--- config.mk ---
export PLATFORM = sky130hd
export DESIGN_NAME = conv_window_feeder_flat
export DESIGN_NICKNAME = d
export VERILOG_FILES = /design/src/rtl/conv_window_feeder_if.sv /design/src/rtl/conv_window_feeder.sv /design/src/flat_wrapper.sv
export SDC_FILE = /design/constraint.sdc
export NUM_CORES = 1
export LEC_CHECK = 0
export ABC_AREA = 1
export ABC_CLOCK_PERIOD_IN_PS = 5800
export CORE_ASPECT_RATIO = 1.1
export CORE_MARGIN = 3
export CORE_UTILIZATION = 33
export CTS_CLUSTER_DIAMETER = 80
export CTS_CLUSTER_SIZE = 16
export DETAILED_ROUTE_END_ITERATION = 16
export GPL_TIMING_DRIVEN = 0
export REMOVE_ABC_BUFFERS = 1
export SLEW_MARGIN = 20
export SYNTH_ARGS = -nofsm -noshare
export SYNTH_HDL_FRONTEND = slang
export SYNTH_SLANG_ARGS = --single-unit
export TNS_END_PERCENT = 30
--- constraint.sdc ---
create_clock -name clk -period 5.8 [get_ports clk]
set_clock_uncertainty 0.15 [all_clocks]
set_input_delay 1.16 -clock clk [delete_from_list [all_inputs] [get_ports clk]]
set_output_delay 1.16 -clock clk [all_outputs]
set_load 0.1 [all_outputs]
--- src/rtl/conv_window_feeder_if.sv ---
// Pixel/weight stream bundle between a stream source and conv_window_feeder.
// The master drives the pixel and weight streams; the slave returns the PE operand set.
interface conv_window_feeder_if #(
  parameter int pic_bits    = 2,
  parameter int weight_bits = 3,
  parameter int kernel_size = 5
);
  logic                                                pix_valid;
  logic [pic_bits-1:0]                                 pix_in;
  logic                                                w_load_valid;
  logic [weight_bits-1:0]                              w_in;
  logic [kernel_size*kernel_size-1:0][pic_bits-1:0]    pic;
  logic [kernel_size*kernel_size-1:0][weight_bits-1:0] weight;
  logic                                                in_valid;
  logic                                                weight_ready;
  logic                                                frame_done;

  modport master (
    output pix_valid, pix_in, w_load_valid, w_in,
    input  pic, weight, in_valid, weight_ready, frame_done
  );

  modport slave (
    input  pix_valid, pix_in, w_load_valid, w_in,
    output pic, weight, in_valid, weight_ready, frame_done
  );
endinterface

--- src/rtl/conv_window_feeder.sv ---
// Raster-scan sliding KxK window generator with a serially loaded kernel store.
// Emits one window per accepted pixel once a complete window exists and weights are loaded.
module conv_window_feeder #(
  parameter int pic_bits    = 2,
  parameter int weight_bits = 3,
  parameter int kernel_size = 5,
  parameter int img_width   = 28,
  parameter int img_height  = 28
) (
  input logic              clk,
  input logic              rst_n,
  conv_window_feeder_if.slave bus
);
  localparam int KK    = kernel_size * kernel_size;
  localparam int COL_W = (img_width  > 1) ? $clog2(img_width)  : 1;
  localparam int ROW_W = (img_height > 1) ? $clog2(img_height) : 1;
  localparam int IDX_W = (KK > 1) ? $clog2(KK) : 1;

  localparam logic [COL_W-1:0] COL_LAST = COL_W'(img_width - 1);
  localparam logic [ROW_W-1:0] ROW_LAST = ROW_W'(img_height - 1);
  localparam logic [COL_W-1:0] COL_FULL = COL_W'(kernel_size - 1);
  localparam logic [ROW_W-1:0] ROW_FULL = ROW_W'(kernel_size - 1);
  localparam logic [IDX_W-1:0] IDX_LAST = IDX_W'(KK - 1);

  typedef enum logic {W_LOAD, W_READY} w_state_t;

  w_state_t                             w_state_reg, w_state_next;
  logic [IDX_W-1:0]                     w_idx_reg, w_idx_next;
  logic [COL_W-1:0]                     col_reg;
  logic [ROW_W-1:0]                     row_reg;
  logic                                 in_valid_reg;
  logic                                 frame_done_reg;
  logic [KK-1:0][pic_bits-1:0]          pic_reg, pic_next;
  logic [KK-1:0][weight_bits-1:0]       weight_reg;
  logic [kernel_size-1:0][pic_bits-1:0] new_col;
  logic                                 win_complete;
  logic                                 frame_last;

  assign win_complete = (row_reg >= ROW_FULL) && (col_reg >= COL_FULL);
  assign frame_last   = (row_reg == ROW_LAST) && (col_reg == COL_LAST);

  // Line buffer gi holds the row that is (K-1-gi) rows above the current one;
  // each accepted pixel pushes the column one buffer up the stack.
  genvar gi;
  generate
    for (gi = 0; gi < kernel_size - 1; gi++) begin : g_lb
      logic [pic_bits-1:0] mem [img_width];
      always_ff @(posedge clk) begin
        if (bus.pix_valid) begin
          mem[col_reg] <= new_col[gi+1];
        end
      end
      assign new_col[gi] = mem[col_reg];
    end
  endgenerate
  assign new_col[kernel_size-1] = bus.pix_in;

  generate
    for (gi = 0; gi < KK; gi++) begin : g_win
      if ((gi % kernel_size) == kernel_size - 1) begin : g_edge
        assign pic_next[gi] = new_col[gi / kernel_size];
      end else begin : g_shift
        assign pic_next[gi] = pic_reg[gi+1];
      end
    end
  endgenerate

  always_ff @(posedge clk or negedge rst_n) begin
    if (!rst_n) begin
      pic_reg        <= '0;
      col_reg        <= '0;
      row_reg        <= '0;
      in_valid_reg   <= 1'b0;
      frame_done_reg <= 1'b0;
    end else begin
      in_valid_reg   <= bus.pix_valid && win_complete && (w_state_reg == W_READY);
      frame_done_reg <= bus.pix_valid && frame_last;
      if (bus.pix_valid) begin
        pic_reg <= pic_next;
        if (col_reg == COL_LAST) begin
          col_reg <= '0;
          row_reg <= (row_reg == ROW_LAST) ? '0 : row_reg + ROW_W'(1);
        end else begin
          col_reg <= col_reg + COL_W'(1);
        end
      end
    end
  end

  // A write while ready lands at index 0 (w_idx_reg is 0 then) and starts a reload.
  always_comb begin
    w_state_next = w_state_reg;
    w_idx_next   = w_idx_reg;
    if (bus.w_load_valid) begin
      case (w_state_reg)
        W_LOAD: begin
          if (w_idx_reg == IDX_LAST) begin
            w_state_next = W_READY;
            w_idx_next   = '0;
          end else begin
            w_idx_next   = w_idx_reg + IDX_W'(1);
          end
        end
        W_READY: begin
          w_state_next = W_LOAD;
          w_idx_next   = IDX_W'(1);
        end
        default: begin
          w_state_next = W_LOAD;
          w_idx_next   = '0;
        end
      endcase
    end
  end

  always_ff @(posedge clk or negedge rst_n) begin
    if (!rst_n) begin
      w_state_reg <= W_LOAD;
      w_idx_reg   <= '0;
    end else begin
      w_state_reg <= w_state_next;
      w_idx_reg   <= w_idx_next;
    end
  end

  generate
    for (gi = 0; gi < KK; gi++) begin : g_w
      logic [weight_bits-1:0] w_q;
      always_ff @(posedge clk or negedge rst_n) begin
        if (!rst_n) begin
          w_q <= '0;
        end else if (bus.w_load_valid && (w_idx_reg == IDX_W'(gi))) begin
          w_q <= bus.w_in;
        end
      end
      assign weight_reg[gi] = w_q;
    end
  endgenerate

  assign bus.pic          = pic_reg;
  assign bus.weight       = weight_reg;
  assign bus.in_valid     = in_valid_reg;
  assign bus.frame_done   = frame_done_reg;
  assign bus.weight_ready = (w_state_reg == W_READY);
endmodule

--- src/flat_wrapper.sv ---
// flat-port wrapper written by rule: the top's interface ports become plain ports
module conv_window_feeder_flat 
#(
  parameter int pic_bits    = 2,
  parameter int weight_bits = 3,
  parameter int kernel_size = 5,
  parameter int img_width   = 28,
  parameter int img_height  = 28
)
  (clk, rst_n, bus_pix_valid, bus_pix_in, bus_w_load_valid, bus_w_in, bus_pic, bus_weight, bus_in_valid, bus_weight_ready, bus_frame_done);
  conv_window_feeder_if #(.pic_bits(pic_bits), .weight_bits(weight_bits), .kernel_size(kernel_size)) bus_i ();
  input logic clk;
  input logic rst_n;
  input wire logic [$bits(bus_i.pix_valid)-1:0] bus_pix_valid;
  input wire logic [$bits(bus_i.pix_in)-1:0] bus_pix_in;
  input wire logic [$bits(bus_i.w_load_valid)-1:0] bus_w_load_valid;
  input wire logic [$bits(bus_i.w_in)-1:0] bus_w_in;
  output wire logic [$bits(bus_i.pic)-1:0] bus_pic;
  output wire logic [$bits(bus_i.weight)-1:0] bus_weight;
  output wire logic [$bits(bus_i.in_valid)-1:0] bus_in_valid;
  output wire logic [$bits(bus_i.weight_ready)-1:0] bus_weight_ready;
  output wire logic [$bits(bus_i.frame_done)-1:0] bus_frame_done;
  assign bus_i.pix_valid = bus_pix_valid;
  assign bus_i.pix_in = bus_pix_in;
  assign bus_i.w_load_valid = bus_w_load_valid;
  assign bus_i.w_in = bus_w_in;
  assign bus_pic = bus_i.pic;
  assign bus_weight = bus_i.weight;
  assign bus_in_valid = bus_i.in_valid;
  assign bus_weight_ready = bus_i.weight_ready;
  assign bus_frame_done = bus_i.frame_done;
  conv_window_feeder #(.pic_bits(pic_bits), .weight_bits(weight_bits), .kernel_size(kernel_size), .img_width(img_width), .img_height(img_height)) u_core (.clk(clk), .rst_n(rst_n), .bus(bus_i));
endmodule
After elaboration in Yosys (flattened, before gate mapping) --
Memory sizes are Yosys's and may differ from the RTL's. A register that Yosys moved wholly into a read port is not among the register bits. Index checks and enable logic that the tools add are counted.
Operators by class: add/sub/neg operators 3, $lt $le $gt $ge 2, eq/ne operators 26, multiplexer cells 8, bitwise logic cells 1, reductions and logical operators 33
Operators with widths (count):
- == test 5 bit, second input constant | 11
- == test 5 x 4 -> 1 bit, second input constant | 8
- logical AND 1 bit | 30
- == test 5 x 3 -> 1 bit, second input constant | 4
- adder 5 x 1 -> 5 bit, second input constant | 3
- 2-to-1 mux 5 bit | 3
- == test 5 x 2 -> 1 bit, second input constant | 2
- greater-or-equal comparator 5 x 3 -> 1 bit, second input constant | 2
- case mux 5 bit (2 select lines) | 1
- == test 5 x 1 -> 1 bit, second input constant | 1
- zero test 5 bit | 1
- 2-to-1 mux 1 bit | 3
- case mux 1 bit (2 select lines) | 1
- AND reduction 2 bit | 1
- zero test 1 bit | 1
- NOT 1 bit | 1
Word-level totals: register bits after elaboration 141, RAM bits 224, output and inout bits 128, word-level logic and storage cells 132, memories kept 4
Memories:
- u_core.g_lb[0].mem | depth 28, bits a word 2, read ports 1, clocked after Yosys merged registers in 1, wr ports 1, RTL line conv_window_feeder.sv:47 | logic [pic_bits-1:0] mem [img_width];
- u_core.g_lb[1].mem | depth 28, bits a word 2, read ports 1, clocked after Yosys merged registers in 0, wr ports 1, RTL line conv_window_feeder.sv:47
- u_core.g_lb[2].mem | depth 28, bits a word 2, read ports 1, clocked after Yosys merged registers in 0, wr ports 1, RTL line conv_window_feeder.sv:47
- u_core.g_lb[3].mem | depth 28, bits a word 2, read ports 1, clocked after Yosys merged registers in 0, wr ports 1, RTL line conv_window_feeder.sv:47

Logic depth before layout (Yosys ltp) --
depth after elaboration 4, depth in mapped cells 14

Worst setup path before layout --
Ideal clock, no wire load.
path type input-to-reg, start point input port bus_pix_valid, end point memory u_core.g_lb[0].mem[0][0], enable pin, arrival time 1989 ps, required time 5280 ps, path slack 3290 ps, cell stages on the path 3, path buffers 1, cell sequence clkbuf_1 > nand2_1 > nor2_1
On the way: cells in the longest elaborated chain, start to end 2
Ends and longest elaborated chain:
- start, declared | RTL line flat_wrapper.sv:14 | input wire logic [$bits(bus_i.pix_valid)-1:0] bus_pix_valid;
- 2-to-1 mux 1 bit | RTL line conv_window_feeder.sv:49 | if (bus.pix_valid) begin
- 2-to-1 mux 1 bit (not written as such) | RTL line conv_window_feeder.sv:50 | mem[col_reg] <= new_col[gi+1];
- end, declared | RTL line conv_window_feeder.sv:47
Every way passes these cells.

==> results.json <==
{
  "cts-htree-levels": 1,
  "synth_edf_count": 224,
  "grt_start_max_net_pins": 84,
  "synth_flop_cell": "edfxtp_1",
  "ys_seq_elements": 367,
  "crit_chain": "buf_16 > inv_6 > buf_16 > nand2_1 > nand3_1 > nand2_1 > nand2_1 > nand2_1 > nor2_1 > nand3_2",
  "synth_area_leaders": "edfxtp_1 44%, dfrtp_1 23%, nand2_1 15%, inv_1 3.9%, nor2_1 2.6%",
  "clk_latency_ps": 560,
  "coreArea_um2": 45800,
  "hp-class": "reg -> reg",
  "synth_most_common_cell": "nand2_1",
  "synth.largest_area_cell": "edfxtp_1",
  "ant_nets": 0,
  "drt-pass1-iter-count": 5,
  "port_buffers": 136,
  "arrival_ps": 3600,
  "hold_path.startpoint": "u_core.bus.pic[20]$_DFFE_PN0P_",
  "worstPathMaxFanout": 76,
  "postCtsSetupRepairBufs": 0,
  "regToRegSetupSlack_ps": 2100,
  "clk_pin_slew_ps": 70,
  "root_buffer": "clkbuf_16",
  "rsz0062_at_grt": "no",
  "avgViaCountPerCell": 4.61,
  "reg2reg_depth": 10,
  "worstPathRequired_ps": 5700,
  "period_needed_ps": 3700,
  "drtIter0Drc": 954,
  "cts.sinks": 367,
  "grt_pass1_vias": 9940,
  "wl_per_cell_um": 15.8,
  "synthTopCellsByCount": "632 x nand2_1, 224 x edfxtp_1, 160 x inv_1",
  "hold_buffers": 0,
  "rows": 82,
  "overflow": 0,
  "cts_buffers": 26,
  "syn_avg_cell_area_um2": 9.82,
  "maxCapViolations": 0,
  "clock_path_buffers": 3,
  "end_kind": "register",
  "critPathMostFrequentCell": "nand2_1",
  "timing.rr.start": "u_core.col_reg[0]$_DFFE_PN0P_",
  "hold_viol": 0,
  "min_delay_path_depth": 2,
  "drive_above_1_share_pct": 4.08,
  "ys_warn_count": 0,
  "worst-path-buf-inv": 3,
  "syn_area_um2": 15400,
  "max_freq_mhz": 270,
  "antenna_found_initial": 0,
  "slowest_delay_ps": 740,
  "status": "completed",
  "worst_pin_slew_ps": 1080,
  "crit_slowest_cell": "dfrtp_4",
  "grt_first_pass_wirelength_um": 56000,
  "die_h_um": 232,
  "synthArstFlopShare_pct": 39.0,
  "die_w_um": 212,
  "wirelength_um": 36000,
  "worstReg2RegEnd": "u_core.g_lb[2].mem[20][0]$_DFFE_PP_",
  "drc_errors": 0,
  "worstSetupStartpointType": "register",
  "grt.total_usage_pct": 14.2,
  "largest_reg_flops": 224,
  "ys_seq_area_share_pct": 67.1,
  "areaGrowthSynthToFinish_pct": 17.2,
  "ys_types": 31,
  "setup_viol": 0,
  "synth_top_area_share_pct": 43.8,
  "post_cts_resized": 0,
  "num_vias": 10500,
  "nets": 1695,
  "path_delay_family": "simple AND/OR/NAND/NOR gates",
  "gp_congestion": 0.781,
  "die_area_um2": 49200,
  "hold_end": "u_core.bus.pic[20]$_DFFE_PN0P_",
  "postSynthCellCount": 1564,
  "fin_util_pct": 39.3,
  "io_pins": 137,
  "start_util_pct": 33.6,
  "diodes": 0,
  "slew_violations": 0,
  "dpl.hpwl_um": 22200,
  "fin_crit_sh_pct": 63.8,
  "cts_tree": "built",
  "slew_headroom_pct": 27.6,
  "path_class": "reg -> reg"
}
## routing by layer
layer  vias up  part of all wire, %  global-route usage, %  wire length, µm
li1       5172                    -                      -                -
met4         0                  1.9                   3.62              694
met5         -                    0                      0                0
met2       254                   50                   24.9            18000
met3        49                  4.3                   1.55             1560
met1      5028                   44                   18.9            15700
## metrics by stage
step | instance area, µm² | setup TNS [ps] | cells | hold WS, ps | worst slack (ps)
after floorplan | 15000 | 0 | 1506 | 353 | 1140
after global placement | 17100 | -1001980 | 2230 | 302 | -2510
after detailed placement | 17300 | 0 | 2235 | 309 | 2100
after CTS | 18000 | 0 | 2280 | 327 | 2080
after global routing | 18000 | 0 | 2280 | 354 | 1890
final | 18000 | 0 | 2280 | 324 | 2100
## final cells by class
cell class	count	area (µm²)
fillers	4450	27800
multi-input cells	968	4080
well taps	588	736
repair buffers	141	1480
clock buffers	45	743
flip-flops and latches	367	10300
inverters	171	651
## cell families after synthesis
family / share of synthesized area [%]
simple gates: 21.9
flops: 67.1
buf+inv: 6.35
compound gates: 3.70
fa+ha+maj: 0.896
xor+xnor: 0.114
## worst max path at each step
stage                                   from                                  end  slack, ps  depth (start not counted)
6_report       u_core.col_reg[0]$_DFFE_PN0P_  u_core.g_lb[2].mem[20][0]$_DFFE_PP_       2100                         10
5_1_grt        u_core.col_reg[0]$_DFFE_PN0P_  u_core.g_lb[2].mem[21][0]$_DFFE_PP_       1890                         10
4_1_cts        u_core.col_reg[0]$_DFFE_PN0P_  u_core.g_lb[2].mem[19][0]$_DFFE_PP_       2080                         10
3_5_place_dp   u_core.col_reg[0]$_DFFE_PN0P_  u_core.g_lb[2].mem[22][0]$_DFFE_PP_       2100                         10
3_3_place_gp   u_core.col_reg[0]$_DFFE_PN0P_  u_core.g_lb[0].mem[18][1]$_DFFE_PP_      -2510                          9
2_1_floorplan  u_core.col_reg[0]$_DFFE_PN0P_   u_core.g_lb[0].mem[0][1]$_DFFE_PP_       1140                          9
## layout by cell type, fill, tap and decap left out, types with 2 or more instances in the layout
master           Yosys  routed
dfrtp_1            143     141
or2_2                2       2
nor2_1             108     108
nand3_1             72      72
nor3_1               7       7
nand2_1            632     631
o21ai_0             62      62
inv_1              160     160
clkbuf_1            21      18
buf_16               0       4
nor2_2              10      10
dfrtp_4              0       2
nor4_1               2       2
edfxtp_1           224     224
o21ai_1              5       5
inv_2                9       7
nor2_4               2       2
buf_2               23       3
a21oi_1             41      41
ha_1                11      11
nand3_2              5       5
xor2_1               2       2
clkdlybuf4s50_1      0     132
clkbuf_16            0      27
## worst reg2reg max path, cell delays in order (launching register included)
cell     delay [ps]
dfrtp_4         740
buf_16          340
inv_6           340
buf_16          350
nand2_1         120
nand3_1          80
nand2_1          70
nand2_1          70
nand2_1          60
nor2_1          240
nand3_2         640
Power is not shown: default switching activity piles up to over one toggle a cycle in this logic, so the estimate is an artifact.
